$ cat src/rtl/arb8_hold.sv
// arb8_hold: 8-way arbiter, fixed or round-robin, with held grants.
// Grant persists until release, owner request drop, or hold timeout.
module arb8_hold #(
    parameter int N        = 8,
    parameter int IDXW     = 3,
    parameter int MAX_HOLD = 16
) (
    input  logic            clk,
    input  logic            rst,
    input  logic [N-1:0]    req,
    input  logic            rel,
    input  logic            mode,
    output logic [N-1:0]    gnt,
    output logic [IDXW-1:0] gnt_idx,
    output logic            gnt_valid,
    output logic            timeout
);

    localparam int HCW = $clog2(MAX_HOLD);
    localparam logic [HCW-1:0] HOLD_LAST = HCW'(MAX_HOLD - 1);
    localparam logic [N-1:0]   ONE       = N'(1);

    typedef enum logic {
        IDLE,
        BUSY
    } state_t;

    state_t          state;
    logic [HCW-1:0]  hold_cnt;
    logic [IDXW-1:0] last_idx;
    logic [IDXW-1:0] fix_idx;
    logic [IDXW-1:0] rr_idx;
    logic [IDXW-1:0] cand;
    logic [IDXW-1:0] win;
    logic            owner_req;

    // Fixed: ascending scan so the highest set bit wins.
    always_comb begin
        fix_idx = '0;
        for (int i = 0; i < N; i++) begin
            if (req[i]) fix_idx = IDXW'(i);
        end
    end

    // Round-robin: scan from the far end of the order so the
    // candidate closest below last_idx is assigned last and wins.
    always_comb begin
        rr_idx = '0;
        cand   = '0;
        for (int k = N; k >= 1; k--) begin
            cand = last_idx - IDXW'(k);
            if (req[cand]) rr_idx = cand;
        end
    end

    assign win       = mode ? rr_idx : fix_idx;
    assign owner_req = req[gnt_idx];

    always_ff @(posedge clk or posedge rst) begin
        if (rst) begin
            state     <= IDLE;
            gnt       <= '0;
            gnt_idx   <= '0;
            gnt_valid <= 1'b0;
            timeout   <= 1'b0;
            last_idx  <= '0;
            hold_cnt  <= '0;
        end else begin
            unique case (state)
                IDLE: begin
                    timeout <= 1'b0;
                    if (|req) begin
                        state     <= BUSY;
                        gnt       <= ONE << win;
                        gnt_idx   <= win;
                        gnt_valid <= 1'b1;
                        hold_cnt  <= '0;
                        last_idx  <= win;
                    end
                end
                BUSY: begin
                    if (rel || !owner_req) begin
                        state     <= IDLE;
                        gnt       <= '0;
                        gnt_valid <= 1'b0;
                        timeout   <= 1'b0;
                    end else if (hold_cnt == HOLD_LAST) begin
                        state     <= IDLE;
                        gnt       <= '0;
                        gnt_valid <= 1'b0;
                        timeout   <= 1'b1;
                    end else begin
                        hold_cnt <= hold_cnt + 1'b1;
                    end
                end
                default: state <= IDLE;
            endcase
        end
    end

endmodule

$ cat config.mk
export PLATFORM = sky130hd
export DESIGN_NAME = arb8_hold
export DESIGN_NICKNAME = d
export VERILOG_FILES = /design/src/rtl/arb8_hold.sv
export SDC_FILE = /design/constraint.sdc
export NUM_CORES = 1
export LEC_CHECK = 0
export CAP_MARGIN = 20
export CORE_MARGIN = 2
export CORE_UTILIZATION = 45
export DETAILED_ROUTE_END_ITERATION = 10
export HOLD_SLACK_MARGIN = 0.06
export PLACE_DENSITY = 0.67
export SLEW_MARGIN = 20
export SYNTH_ARGS = -nofsm -noshare
export SYNTH_HDL_FRONTEND = slang
export SYNTH_SLANG_ARGS = --single-unit
$ cat constraint.sdc
create_clock -name clk -period 4.5 [get_ports clk]
set_clock_uncertainty 0.1 [all_clocks]
set_input_delay 0.45 -clock clk [delete_from_list [all_inputs] [get_ports clk]]
set_output_delay 0.45 -clock clk [all_outputs]
set_load 0.01 [all_outputs]
==> results.sh <==
export IMPL_outcome="finished clean"
export IMPL_die_w_um=68.35
export IMPL_ys_types=51
export IMPL_final_area_sq_mm=0.002156
export IMPL_rows=23
export IMPL_diodes=0
export IMPL_min_period_ps=3252
export IMPL_yosysWarnings=0
export IMPL_multiInputGateArea_sq_mm=0.001287
export IMPL_final_core_util_pct=53.89
export IMPL_use_met3_pct=2.467
export IMPL_drive_above_1_share_pct=14.01
export IMPL_grt_pass1_wl_mm=7.596
export IMPL_grt_max_degree=23
export IMPL_fp_dieH_um=68.35
export IMPL_placed_cell_area_sq_mm=0.002101
export IMPL_dpl_worst_slack_ps=1074
export IMPL_maxSlewViolCount=0
export IMPL_portBuffers=24
export IMPL_htree_levels=1
export IMPL_cts_resized_gates=0
export IMPL_start_util_pct=46.57
export IMPL_route_vias_total=1670
export IMPL_nets=223
export IMPL_synthCells=192
export IMPL_rsz0062_at_grt="false"
export IMPL_seqCellArea_sq_um=450.4
export IMPL_arrival_ps=3300
export IMPL_yosys_register_bits=18
export IMPL_hpwl_mm=3.476
export IMPL_min_delay_start="gnt[7]$_DFFE_PP0P_"
export IMPL_use_met1_pct=31.02
export IMPL_leakage_nw=0.8457
export IMPL_use_met2_pct=34.10
export IMPL_root_buffer="clkbuf_8"
export IMPL_final_period_utilization_pct=72.27
export IMPL_relSlewSlack_pct=45.46
export IMPL_total_power_mw=1.661
export IMPL_viasPerCell=6.498
export IMPL_final_cells=257
export IMPL_busiest_layer="met2"
export IMPL_synth_ff_type="dfrtp_1"
export IMPL_core_area_sq_mm=0.004000
export IMPL_final_antenna_net_count=0
export IMPL_hold_violations=0
export IMPL_drt_wl_total_mm=4.605
export IMPL_fin_ws_ps=1248
export IMPL_whs_ps=380.2
export IMPL_synth_cell_area_sq_mm=0.001863
export IMPL_numCtsBuffers=3
export IMPL_nFillCells=367
export IMPL_crit_path_max_fanout=11
export IMPL_dr_pass1_iters=4
export IMPL_grt_remaining_overflow=0
export IMPL_track_usage_pct=21.42
export IMPL_synth_fp_nets=207
export IMPL_synth_edf_count=0
export IMPL_drv_cap=0
export IMPL_worstPathRequired_ps=4550
export IMPL_drc=0
export IMPL_insertion_delay_ps=250
export IMPL_power_density_mw_per_mm2=770.5
export IMPL_avgRoutedWirePerCell_um=17.92
export IMPL_hold_path_class="reg -> reg"
export IMPL_path_class="reg -> reg"
export IMPL_die_area_sq_mm=0.004671
export IMPL_cts_hold_buf=0
export IMPL_dpl_cell_count=253
export IMPL_syn2layout_area_growth_pct=15.72
export IMPL_seq_area_frac_synth_pct=24.18
export IMPL_grt_pass1_vias=1540
export IMPL_timing_rr_start="last_idx[0]$_DFFE_PP0P_"
export IMPL_fin_setup_tns_ps=0
export IMPL_cts_tree="done"
export IMPL_tightest_slew_ps=818.1
export IMPL_clk_pin_slew_ps=70
export IMPL_worst_setup_path_start_kind="register"
export IMPL_cts_setup_buffers=0
export IMPL_cts_path_max_buffers=2
export IMPL_drt_iter0_drc=122
export IMPL_numClockSinks=18
export IMPL_synth_area_per_cell_sq_um=9.703
export IMPL_routabilityCongestion=0.9363
export IMPL_io_pins=25
export IMPL_max_freq_mhz=307.5
export IMPL_setup_viol=0
export IMPL_max_vdd_ir_drop_mv=0.4834
export IMPL_endpoint_kind="register"
export IMPL_antenna_found_initial=0
export IMPL_cp_startpoint="last_idx[0]$_DFFE_PP0P_"
export IMPL_async_flop_share_pct=100.0
-- cell type report --
type | instances | area share, %
clock buffers | 4 | 2.554
multi-input cells | 147 | 59.72
repair buffers | 26 | 11.84
well taps | 50 | 2.902
flip-flops and latches | 18 | 20.89
inverters | 12 | 2.089
-- final timing paths --
check	endpoint	slack, ps	cells past startpoint
max in group asynchronous	gnt[0]$_DFFE_PP0P_	3360	2
setup / recovery	gnt[3]$_DFFE_PP0P_	1250	8
setup reg to reg	gnt[3]$_DFFE_PP0P_	1250	8
hold reg to reg	gnt[7]$_DFFE_PP0P_	380	2
min in group asynchronous	hold_cnt[1]$_DFFE_PP0P_	500	2
hold / removal	gnt[7]$_DFFE_PP0P_	380	2
-- power by group --
part	switching, mW	internal (mW)
clock network	0.0530	0.0778
registers	0.0550	0.212
logic	0.674	0.589
-- sequential cells by signal, summed over array words and instances, names as in the netlist --
name,count
last_idx,3
timeout,1
gnt_valid,1
state,1
gnt,8
hold_cnt,4
-- placed cells by master, fill, tap and decap left out, types with 3 or more instances in the layout --
| master | instances |
|---|---|
| clkdlybuf4s50_1 | 24 |
| nand2_1 | 22 |
| dfrtp_1 | 18 |
| inv_1 | 12 |
| mux4_2 | 11 |
| mux2i_1 | 10 |
| a21oi_1 | 9 |
| o31ai_1 | 9 |
| o21ai_0 | 8 |
| nor2_1 | 7 |
| mux2_2 | 6 |
| mux4_1 | 5 |
| nand3_1 | 5 |
| nand2b_1 | 4 |
| o21a_1 | 4 |
| clkbuf_8 | 4 |
| or3_1 | 3 |
| nor4_1 | 3 |
| a211oi_1 | 3 |
| ha_1 | 3 |
-- layer usage --
metal / vias to the layer above / wire length, um
li1: 776 / -
met2: 64 / 2159
met5: - / 0
met4: 0 / 83
met3: 9 / 242
met1: 821 / 2119
-- cell families after synthesis --
kind of cell             Yosys count  synth area share [%]
flip-flops                        18                 24.18
multiplexers                      33                 30.15
AND/OR/NAND/NOR                   54                 14.37
adder cells (fa/ha/maj)            3                 2.015
XOR/XNOR                           4                 1.881
AO/OA/AOI/OAI                     53                 20.69
buffers and inverters             27                 6.716
-- cells in the mapped netlist (all sizes together) (2+ instances only) --
master	instances	area share, %
nand2b	4	1.3
buf	7	2.7
nand2	22	4.4
o31ai	9	3.6
o311a	2	1.1
nor2	7	1.4
xor2	2	0.94
inv	12	2.4
a21oi	9	2.4
ha	3	2.0
mux2	7	4.4
mux2i	10	5.4
a211oi	3	1.2
nor3	2	0.54
nand3	5	1.3
nor4	3	1.0
a221oi	3	1.7
xnor2	2	0.94
o221ai	2	0.94
clkbuf	8	1.6
or3	4	1.6
dfrtp	18	24
mux4	16	20
o21ai	9	2.4
o21a	4	1.6
-- critical path: stages (launching register included) --
cell and delay (ps):
dfrtp_1 360, inv_1 110, ha_1 640, mux4_2 480, mux2_2 320, nor4_1 280
a211oi_1 120, or3_4 450, o31ai_1 280
No activity file was read; power rests on OpenSTA's default activity.
